$ cat src/rtl/multdiv_sequencer.sv
// multdiv_sequencer: iterative signed multiply / divide, one iteration per
// falling edge of clock, operating on operand magnitudes with the sign
// applied at the end.
//
// Build option: define MULTDIV_OVF_DETECT_EN to keep the full 2*WIDTH-bit
// product and flag multiplies that do not fit in WIDTH signed bits. Without
// it only the low WIDTH product bits are kept and multiply never flags.
//
// state | meaning
// IDLE  | waiting for ctrl_MULT / ctrl_DIV
// RUN   | WIDTH shift-add (mul) or restoring shift-subtract (div) iterations
// FIX   | apply result sign, compute exception; a zero divisor lingers one
//       | extra edge here so its completion lands two edges after the start
// DONE  | data_resultRDY high for this cycle; a new request may start here

module multdiv_sequencer #(
  parameter int WIDTH = 32
) (
  input  logic             clock,
  input  logic             clr,
  input  logic [WIDTH-1:0] data_operandA,
  input  logic [WIDTH-1:0] data_operandB,
  input  logic             ctrl_MULT,
  input  logic             ctrl_DIV,
  output logic [WIDTH-1:0] data_result,
  output logic             data_exception,
  output logic             data_resultRDY,
  output logic             busy
);

`ifdef MULTDIV_OVF_DETECT_EN
  localparam int PW = 2 * WIDTH;
`else
  localparam int PW = WIDTH;
`endif
  localparam int            CW        = $clog2(WIDTH + 1);
  localparam logic [CW-1:0] LAST_ITER = CW'(WIDTH - 1);

  localparam logic [1:0] IDLE = 2'd0;
  localparam logic [1:0] RUN  = 2'd1;
  localparam logic [1:0] FIX  = 2'd2;
  localparam logic [1:0] DONE = 2'd3;

  logic [1:0]       state, state_nxt;
  logic [CW-1:0]    cnt;
  logic [PW-1:0]    a_reg;     // multiplicand (shifts left) / dividend becoming quotient
  logic [WIDTH-1:0] b_reg;     // multiplier (shifts right) / divisor magnitude
  logic [PW-1:0]    acc;       // product accumulator / partial remainder
  logic             op_div;
  logic             neg;
  logic             dz;
  logic             fix_hold;

  logic             start, start_div, start_dz;
  logic [WIDTH-1:0] a_mag, b_mag;
  logic [WIDTH:0]   rem_sh;
  logic             rem_ge;
  logic [WIDTH-1:0] rem_diff;
  logic [WIDTH-1:0] quo, prod;
  logic             ovf;

  // Request decode, operand magnitudes and one divide step, all combinational.
  always_comb begin
    start     = ((state == IDLE) || (state == DONE)) && (ctrl_MULT || ctrl_DIV);
    start_div = ctrl_DIV && !ctrl_MULT;
    start_dz  = start_div && (data_operandB == '0);
    a_mag     = data_operandA[WIDTH-1] ? -data_operandA : data_operandA;
    b_mag     = data_operandB[WIDTH-1] ? -data_operandB : data_operandB;
    rem_sh    = {acc[WIDTH-1:0], a_reg[WIDTH-1]};
    rem_ge    = rem_sh >= {1'b0, b_reg};
    rem_diff  = rem_sh[WIDTH-1:0] - b_reg;
    quo       = a_reg[WIDTH-1:0];
    prod      = acc[WIDTH-1:0];
  end

`ifdef MULTDIV_OVF_DETECT_EN
  logic [WIDTH:0] prod_hi;
  // Product overflows when the bits above the result's sign bit are not a pure sign extension.
  always_comb begin
    prod_hi = (WIDTH + 1)'((neg ? -acc : acc) >> (WIDTH - 1));
    ovf     = !((&prod_hi) || !(|prod_hi));
  end
`else
  assign ovf = 1'b0;
`endif

  // Next-state selection.
  always_comb begin
    state_nxt = state;
    case (state)
      IDLE, DONE: state_nxt = start ? (start_dz ? FIX : RUN) : IDLE;
      RUN:        if (cnt == LAST_ITER) state_nxt = FIX;
      FIX:        if (!fix_hold) state_nxt = DONE;
      default:    state_nxt = IDLE;
    endcase
  end

  // State, operand latch, iteration datapath and result registers.
  always_ff @(negedge clock or posedge clr) begin
    if (clr) begin
      state          <= IDLE;
      cnt            <= '0;
      a_reg          <= '0;
      b_reg          <= '0;
      acc            <= '0;
      op_div         <= 1'b0;
      neg            <= 1'b0;
      dz             <= 1'b0;
      fix_hold       <= 1'b0;
      data_result    <= '0;
      data_exception <= 1'b0;
    end else begin
      state <= state_nxt;
      if (start) begin
        a_reg    <= PW'(a_mag);
        b_reg    <= b_mag;
        acc      <= '0;
        cnt      <= '0;
        op_div   <= start_div;
        neg      <= data_operandA[WIDTH-1] ^ data_operandB[WIDTH-1];
        dz       <= start_dz;
        fix_hold <= start_dz;
      end else begin
        case (state)
          RUN: begin
            cnt <= cnt + 1'b1;
            if (op_div) begin
              acc               <= PW'(rem_ge ? rem_diff : rem_sh[WIDTH-1:0]);
              a_reg[WIDTH-1:0]  <= {a_reg[WIDTH-2:0], rem_ge};
            end else begin
              if (b_reg[0]) acc <= acc + a_reg;
              a_reg <= a_reg << 1;
              b_reg <= b_reg >> 1;
            end
          end
          FIX: begin
            if (fix_hold) begin
              fix_hold <= 1'b0;
            end else if (op_div) begin
              data_result    <= dz ? '0 : (neg ? -quo : quo);
              data_exception <= dz;
            end else begin
              data_result    <= neg ? -prod : prod;
              data_exception <= ovf;
            end
          end
          default: ;
        endcase
      end
    end
  end

  assign busy           = (state == RUN) || (state == FIX);
  assign data_resultRDY = (state == DONE);

endmodule

$ cat config.mk
export PLATFORM = sky130hd
export DESIGN_NAME = multdiv_sequencer
export DESIGN_NICKNAME = d
export VERILOG_FILES = /design/src/rtl/multdiv_sequencer.sv
export SDC_FILE = /design/constraint.sdc
export NUM_CORES = 1
export LEC_CHECK = 0
export CORE_ASPECT_RATIO = 1.25
export CORE_MARGIN = 10
export CORE_UTILIZATION = 65
export CTS_CLUSTER_SIZE = 12
export DETAILED_ROUTE_END_ITERATION = 10
export PLACE_DENSITY = 0.95
export SLEW_MARGIN = 20
export SYNTH_ARGS = -nofsm -noshare
export SYNTH_HDL_FRONTEND = slang
export SYNTH_SLANG_ARGS = --single-unit
$ cat constraint.sdc
create_clock -name clock -period 12.9 [get_ports clock]
set_input_delay 2.58 -clock clock [delete_from_list [all_inputs] [get_ports clock]]
set_output_delay 2.58 -clock clock [all_outputs]
set_load 0.03 [all_outputs]
==> flow_results.org, run 1 <==
** Floorplan
- Initial core utilization :: 66.4%
- Die height :: 175 microns
- Total number of placement rows :: 56
- # IOs :: 103
- Width of the die :: 144 microns
- Core area :: 0.0189 sq mm
- Die area :: 0.0253 sq mm

** Clock network
- Total setup buffers inserted after CTS :: 0
- The tree built by TritonCTS fans out to 141 sinks.
- After clock tree synthesis, the repair step resized 0 gates.
- Clock-pin slew reported for the worst setup and hold paths after clock tree synthesis :: 0.05 ns
- Hold buffer count at cts :: 0
- Later-pin clock latency in the skew report :: 0.42 ns
- TritonCTS created 17 clock buffers.
- TritonCTS built the clock tree.
- CTS placed an instance of sky130_fd_sc_hd__clkbuf_16 at the clock tree root.
- Maximum buffer depth of the clock tree :: 2
- The H-tree was split into 4 levels.

** Critical path
- Worst EP arrival :: 5.51 ns
- Slowest-stage cell, CP :: sky130_fd_sc_hd__or4_4
- Traced cell by cell, the critical path runs through clkdlybuf4s50_1 -> or4_4 -> or3_4 -> or4_4 -> or2_4 -> or3_4 -> o31ai_2 -> xor2_1 -> o21ai_1.
- Biggest fanout along the worst timing path :: 5
- Largest stage delay on the critical path :: 0.55 ns
- Startpoint type of the worst setup path :: primary input
- STA puts the critical path data required time at 6.70 ns.
- Crit end category :: flop
- Category of the critical setup timing path :: in -> reg

** Yosys
- The Yosys step of the flow raised 0 warnings.
- Among all flip-flop cells after synthesis, the most frequent one is sky130_fd_sc_hd__dfrtn_1.
- Fraction of post-synthesis cell area in the top cell type by area :: 28.1%
- Number of storage elements in the synthesis netlist :: 141
- Yosys mapped a number of flops with a built-in enable equal to 0.
- Of all cell types, the one taking the most synthesized area is sky130_fd_sc_hd__dfrtn_1.
- In this run the cell area of the synthesized design comes to 0.0126 sq mm.
- Sequential elements use 28.1% of the synthesized area.
- For this run, asynchronously set or reset flops after synthesis account for 100%.
- Mean instance size in the synthesized netlist :: 8.11 sq um
- Cells taking the most area after synthesis :: sky130_fd_sc_hd__dfrtn_1, sky130_fd_sc_hd__ha_1, sky130_fd_sc_hd__xor2_1, sky130_fd_sc_hd__o21ai_0, sky130_fd_sc_hd__xnor2_1
- After technology mapping, the gate count stands at 1,550.
- Distinct cell type count after synthesis :: 74
- Synth Net Count :: 1,691

** Power and ir drop
- Net Sw Power :: 2.39 mW
- For this design the static power due to leakage is 6.09 nW.
- In this run switching power makes up 53.1% of total power.
- Clock share of power :: 11.1%
- Sequential cells account for 21.7% of the total power.
- Portion of total power attributed to combinational logic :: 67.1%
- Int Power :: 2.11 mW
- The worst-case IR drop observed on VDD is 0.000208 V.
- In this run the power density over the cells is 314 mW/mm^2.

** Place
- Post-detailed-placement half-perimeter wirelength :: 28,800 microns
- Dpl cell area :: 0.0138 sq mm
- OpenSTA, run right after detailed placement, puts the worst setup slack at 0.771 ns.
- Final weighted congestion in routability-driven placement :: 1.03
- Buffers placed on the I/O ports in this run total 102.

** STA
- Final worst setup slack :: 1.19 ns
- In the final timing run, aggregate negative setup slack is 0 ns.
- Setup violations remaining at the end of the flow were counted as 0.
- Unrepaired setup endpoints after global routing :: false
- At the pin with the least slew margin, the transition time is 1.09 ns.
- The number of pins with negative max-slew slack in the final report was 0.
- Max-slew headroom :: 27.2%
- The count of final hold-check violations is 0.
- Fin Clk Skew :: 0.00770 ns

** Layout
- Summing all non-filler instances in the final layout gives an area of 0.0144 sq mm.
- P&R area growth vs syn :: 14.2%
- Number of nets in the layout :: 1,754
- Fillcell total :: 1,328
- The library cell used most frequently in the layout, excluding fill and tap cells, is sky130_fd_sc_hd__nand2_1.
- Of the cells placed in the final design, the portion with a size suffix greater than 1 is 5.05%.
- Final core utilization :: 75.9%
- The number of antenna diodes in the final layout is 0.
- The library cells used most frequently in the layout, excluding fill and tap cells, are sky130_fd_sc_hd__nand2_1, sky130_fd_sc_hd__o21ai_0, sky130_fd_sc_hd__dfrtn_1, sky130_fd_sc_hd__a21oi_1, sky130_fd_sc_hd__nor2_1.

** Global routing
- Antenna violations before repair :: 0
- The via count of the first global-routing pass was 12.3k.
- Global-route usage over all layers :: 30.7%
- The first global-routing pass estimated 62,900 microns of wire.
- Pin count of the biggest net entering global routing :: 95
- Total overflow reported by the global router :: 0

** Status
- The flow ran to the end, and the final reports show no timing, DRC or antenna violations.

** Routing
- After detailed routing, the number of remaining DRC violations is 0.
- Detailed-route via count :: 12.7k
- Total iterations of the first detailed-routing run :: 6
- In this run the remaining antenna-violating nets after routing total 0.
- Average routed wire per standard cell :: 21.2 microns
- Dividing the detail-routed via count by the number of cells gives 6.86.
- Wirelength, routed :: 39,300 microns
- The detailed router finished its first iteration with 1,584 violations.

** Run
- Across the run, the number of max-cap violations was 0.

** Worst hold path
- The tightest min-delay check is of the reg -> reg type.
[area by class of cell]
cell class	count	area, sq um	area share [%]
Clock buffer	17	425	2.96
Clock inverter	14	164	1.14
Inverter	68	260	1.81
Multi-Input combinational cell	1267	8540	59.5
Sequential cell	141	3530	24.6
Tap cell	232	290	2.02
Timing Repair Buffer	118	1150	8.00
[worst paths after layout]
kind / start / end / slack [ns] / cells after the start
worst min-delay path: data_result[17] / data_result[17] / 0.43 / 2
worst min register to register: data_result[17] / data_result[17] / 0.43 / 2
worst max register to register: acc[1] / acc[6] / 9.03 / 11
worst max-delay path: data_operandB[14] / b_reg[29] / 1.19 / 9
max in group asynchronous: clr / data_result[8] / 2.94 / 3
min in group asynchronous: clr / a_reg[25] / 9.04 / 2
[through the flow]
stage	hold slack (ns)	cells	total power, mW
finish	0.427	1857	4.51
detailed placement	0.429	1825	3.85
global route	0.456	1857	4.82
CTS	0.429	1856	4.41
global placement	0.413	1825	3.75
floorplan	0.462	1550	3.06
[per-layer routing]
layer	wire (microns)	part of all wire, %	track usage (%)
met1	14700	37	36.0
met2	18300	47	49.7
met3	3620	9.2	5.86
met4	2650	6.7	20.5
met5	0	0	0
[critical path: cells and delay by family]
kind | cells | cell delay (ns)
AO/OA/AOI/OAI | 2 | 0.32
XOR/XNOR | 1 | 0.17
buffers and inverters | 1 | 0.48
AND/OR/NAND/NOR | 5 | 1.95
[Yosys cell counts (all sizes together) (4+ instances only)]
cell type,n
nand3,18
a22oi,10
nand2b,8
o22ai,4
a221o,6
o221ai,30
nand4b,4
clkbuf,61
and2,5
xor2,96
o21ai,145
mux2,4
nand4,19
inv,68
or2,10
or3,21
and3,12
o311ai,5
a31oi,24
nand2,157
a21o,21
nor3,23
mux2i,40
xnor2,76
ha,71
o21a,29
nor2b,11
buf,13
and4,5
or4,12
a211oi,34
nor3b,4
nor4,14
dfrtn,141
nor2,108
o31ai,36
o21bai,12
o211ai,9
nand3b,4
a21oi,120
o41ai,19
[power groups by stage]
stage	registers, mW	clock network [mW]	logic (mW)
finish	0.979	0.502	3.03
global route	0.996	0.521	3.30
CTS	0.961	0.501	2.94
detailed placement	0.964	0	2.89
global placement	0.951	0	2.80
floorplan	0.945	0	2.12
[cell families (layout without fill, tap and decap cells)]
logic type	Yosys count	after routing	share of synthesized area, %
AO/OA/AOI/OAI	540	540	27.9
XOR/XNOR	172	172	12.0
adder cells (fa/ha/maj)	73	73	7.39
buffers and inverters	142	217	4.28
flip-flops	141	141	28.1
multiplexers	44	44	3.54
AND/OR/NAND/NOR	438	438	16.8
Note: power is estimated with default switching activity, not from simulation.
==> inputs of run 2 (changes only) <==
--- a/config.mk
+++ b/config.mk
@@ -5,11 +5,13 @@
 export SDC_FILE = /design/constraint.sdc
 export NUM_CORES = 1
 export LEC_CHECK = 0
+export CAP_MARGIN = 15
 export CORE_ASPECT_RATIO = 1.25
 export CORE_MARGIN = 10
 export CORE_UTILIZATION = 65
 export CTS_CLUSTER_SIZE = 12
 export DETAILED_ROUTE_END_ITERATION = 10
+export GPL_TIMING_DRIVEN = 0
 export PLACE_DENSITY = 0.95
 export SLEW_MARGIN = 20
 export SYNTH_ARGS = -nofsm -noshare
==> flow_results.org, run 2 (synthesis gave the netlist of run 1 again) <==
** Power and ir drop
- Leakage power summed over all cells :: 6.13 nW (was 6.09 nW)
- Int Power :: 2.09 mW (was 2.11 mW)
- Clock share of power :: 10.8% (was 11.1%)
- Largest voltage drop on the vdd net :: 0.000177 V (was 0.000208 V)
- The sequential group share of total power is 21.4% (was 21.7%).
- Switching Fraction :: 55.0% (was 53.1%)
- Total design power :: 4.63 mW (was 4.51 mW)
- The ratio of total power to cell area was 319 mW/mm^2 (was 314 mW/mm^2).
- The reported net switching power came to 2.55 mW (was 2.39 mW).
- The relative contribution of combinational cells to total power came to 67.8% (was 67.1%).

** Critical path
- The kind of launch point of the worst setup path is a primary input (unchanged).
- The worst-case reg-to-reg path depth is 11 (unchanged).
- The data arrival time of the critical path was 5.95 ns (was 5.51 ns).
- Category of the critical setup timing path :: in -> reg (unchanged)
- Flop-to-flop setup slack :: 8.89 ns (was 9.03 ns)
- The type of destination of the critical path was a flop (unchanged).
- The maximum net fanout on the critical path came to 5 (unchanged).
- Capturing instance or port of the critical path :: b_reg[26] (was b_reg[29])
- The capture point of the worst reg-to-reg path is acc[27] (was acc[6]).
- Launch point of the worst reg-to-reg path :: a_reg[31] (was acc[1])
- CP startpoint :: data_operandB[14] (unchanged)
- The required time of the worst setup path came to 6.68 ns (was 6.70 ns).

** Floorplan
- Core area :: 0.0189 sq mm (unchanged)
- Die height :: 175 microns (unchanged)
- Total number of placement rows :: 56 (unchanged)
- Initial core utilization :: 66.4% (unchanged)
- Width of the die :: 144 microns (unchanged)
- The area of the die is 0.0253 sq mm (unchanged).
- # IOs :: 103 (unchanged)

** Routing
- Detailed-route via count :: 13.2k (was 12.7k)
- The remaining antenna violation count was 0 (unchanged).
- Wirelength, routed :: 44,200 microns (was 39,300 microns)
- The number of design-rule violations left by the first detailed-router iteration is 1,399 (was 1,584).
- The DRC violation count after routing was 0 (unchanged).
- Total iterations of the first detailed-routing run :: 6 (unchanged)
- The mean number of vias per cell was 6.87 (was 6.86).
- The detailed-route wire length per cell is 23.1 microns (was 21.2 microns).

** Clock network
- The clock tree root driver cell was sky130_fd_sc_hd__clkbuf_16 (unchanged).
- The number of hold buffers added after CTS was 0 (unchanged).
- The number of H-tree levels came to 4 (unchanged).
- The register clock-pin slew on the reported worst setup and hold paths was 0.05 ns (about the same).
- Maximum buffer depth of the clock tree :: 2 (unchanged)
- The number of clock buffers inserted by TritonCTS is 17 (unchanged).
- The count of buffers added by post-CTS timing repair for setup came to 0 (unchanged).
- The number of resized instances in the post-cts repair step is 0 (unchanged).
- The clock insertion delay at the later pin of the skew report is 0.42 ns (about the same).
- The CTS sink count is 141 (unchanged).
- CTS tree :: done (unchanged)

** Place
- Post-detailed-placement half-perimeter wirelength :: 35,200 microns (was 28,800 microns)
- Final weighted congestion in routability-driven placement :: 1.00 (was 1.03)
- Buffers on Ports :: 102 (unchanged)
- The placement-stage cell area came to 0.0139 sq mm (was 0.0138 sq mm).

** Layout
- Fraction of layout instances using a drive strength above 1 :: 3.97% (was 5.05%)
- Most common library cell in the layout ignoring fill and taps :: sky130_fd_sc_hd__nand2_1 (unchanged)
- The number of fillers in the final layout came to 1,348 (was 1,328).
- N_diodes :: 0 (unchanged)
- Number of nets in the layout :: 1,814 (was 1,754)
- The summed area of non-filler cells in the final layout is 0.0145 sq mm (was 0.0144 sq mm).
- P&R area growth vs syn :: 15.6% (was 14.2%)
- Commonest non-fill, non-tap cells in the layout: sky130_fd_sc_hd__nand2_1, sky130_fd_sc_hd__o21ai_0, sky130_fd_sc_hd__dfrtn_1, sky130_fd_sc_hd__a21oi_1, sky130_fd_sc_hd__nor2_1 (unchanged).

** STA
- The slew at the pin closest to its max-slew limit is 1.11 ns (was 1.09 ns).
- The setup total negative slack is 0 ns (unchanged).
- The final setup violation count is 0 (unchanged).
- Max-slew headroom :: 25.4% (was 27.2%)
- Number of max-slew violations in the final report :: 0 (unchanged)
- The count of final hold-check violations came to 0 (unchanged).
- Unrepaired setup endpoints after global routing :: false (unchanged)
- Fin Clk Skew :: 0.0160 ns (was 0.00770 ns)

** Global routing
- The aggregate global routing overflow came to 0 (unchanged).
- Global-route usage over all layers :: 35.0% (was 30.7%)
- Pin count of the biggest net entering global routing :: 99 (was 95)
- Vias in the first global route :: 13.1k (was 12.3k)
- The number of antenna violations at the first check in global routing came to 0 (unchanged).
- The global-route wire length before repair is 69,700 microns (was 62,900 microns).

** Worst hold path
- The worst hold path stage count was 2 (unchanged).
- Type of the most critical hold path :: reg -> reg (unchanged)

** Run
- Max cap viols :: 0 (unchanged)

** Status
- Result of the run :: complete, no violations (unchanged)
==> run 2: changes by cell type in the layout (fill, tap and decap cells not counted), moves of 3 or more <==
cell / previous run / this run
sky130_fd_sc_hd__inv_8: 1 / 4
sky130_fd_sc_hd__clkinv_4: 6 / 0
sky130_fd_sc_hd__buf_1: 0 / 11
sky130_fd_sc_hd__clkbuf_1: 0 / 61
sky130_fd_sc_hd__clkinv_8: 0 / 4
sky130_fd_sc_hd__clkinvlp_4: 3 / 0
sky130_fd_sc_hd__inv_6: 3 / 7
sky130_fd_sc_hd__buf_4: 15 / 2
==> run 2: worst min path at each step <==
stage	from	endpoint	slack, ns
5_1_grt	data_result[12]	data_result[12]	0.45
2_1_floorplan	state[1]	state[1]	0.46
4_1_cts	data_result[29]	data_result[29]	0.43
3_5_place_dp	data_result[29]	data_result[29]	0.43
6_report	data_result[29]	data_result[29]	0.43
3_3_place_gp	data_exception	data_exception	0.41
==> run 2: power groups by stage <==
stage,sequential [mW],combinational [mW],clock [mW]
global placement,0.967,2.97,0
CTS,0.973,3.07,0.498
finish,0.992,3.14,0.502
global route,1.01,3.43,0.517
detailed placement,0.978,3.04,0
floorplan,0.945,2.12,0
==> run 2: worst max-delay path: stages <==
cell and delay [ns]:
sky130_fd_sc_hd__clkdlybuf4s50_1 0.49, sky130_fd_sc_hd__or4_4 0.57, sky130_fd_sc_hd__or3_4 0.36, sky130_fd_sc_hd__or4_4 0.43, sky130_fd_sc_hd__or2_4 0.26, sky130_fd_sc_hd__nor3_1 0.69
sky130_fd_sc_hd__a21boi_0 0.25, sky130_fd_sc_hd__xnor2_1 0.22, sky130_fd_sc_hd__o21ai_0 0.09
==> run 2: area by class of cell <==
type                            count  area (sq um)  share of cell area (%)
Multi-Input combinational cell   1267          8510                    58.6
Sequential cell                   141          3530                    24.3
Timing Repair Buffer              104          1060                    7.27
Clock buffer                       17           425                    2.93
Tap cell                          232           290                    2.00
Buffer                             74           283                    1.95
Inverter                           68           263                    1.81
Clock inverter                     15           165                    1.14
==> run 2: routing by layer <==
metal  global-route usage [%]  share of wire, %
met5                        0                 0
met4                     27.1               8.4
met3                     5.70               7.9
met2                     57.0                47
met1                     39.9                37
==> run 2: metrics by stage <==
step	utilization [%]	worst slack [ns]	hold slack [ns]	std cells
2_1_floorplan	-	0.247	0.462	1550
3_3_place_gp	73.4	-1.43	0.412	1884
3_5_place_dp	73.6	0.388	0.430	1886
4_1_cts	76.7	0.805	0.430	1918
5_1_grt	76.8	0.713	0.449	1918
6_report	76.8	0.734	0.428	1918
==> inputs of run 3 (changes only) <==
--- a/config.mk
+++ b/config.mk
@@ -9,6 +9,7 @@
 export CORE_ASPECT_RATIO = 1.25
 export CORE_MARGIN = 10
 export CORE_UTILIZATION = 65
+export CTS_CLUSTER_DIAMETER = 40
 export CTS_CLUSTER_SIZE = 12
 export DETAILED_ROUTE_END_ITERATION = 10
 export GPL_TIMING_DRIVEN = 0
==> results of run 3 <==
Final layout, timing and power as in run 2 (identical DEF).
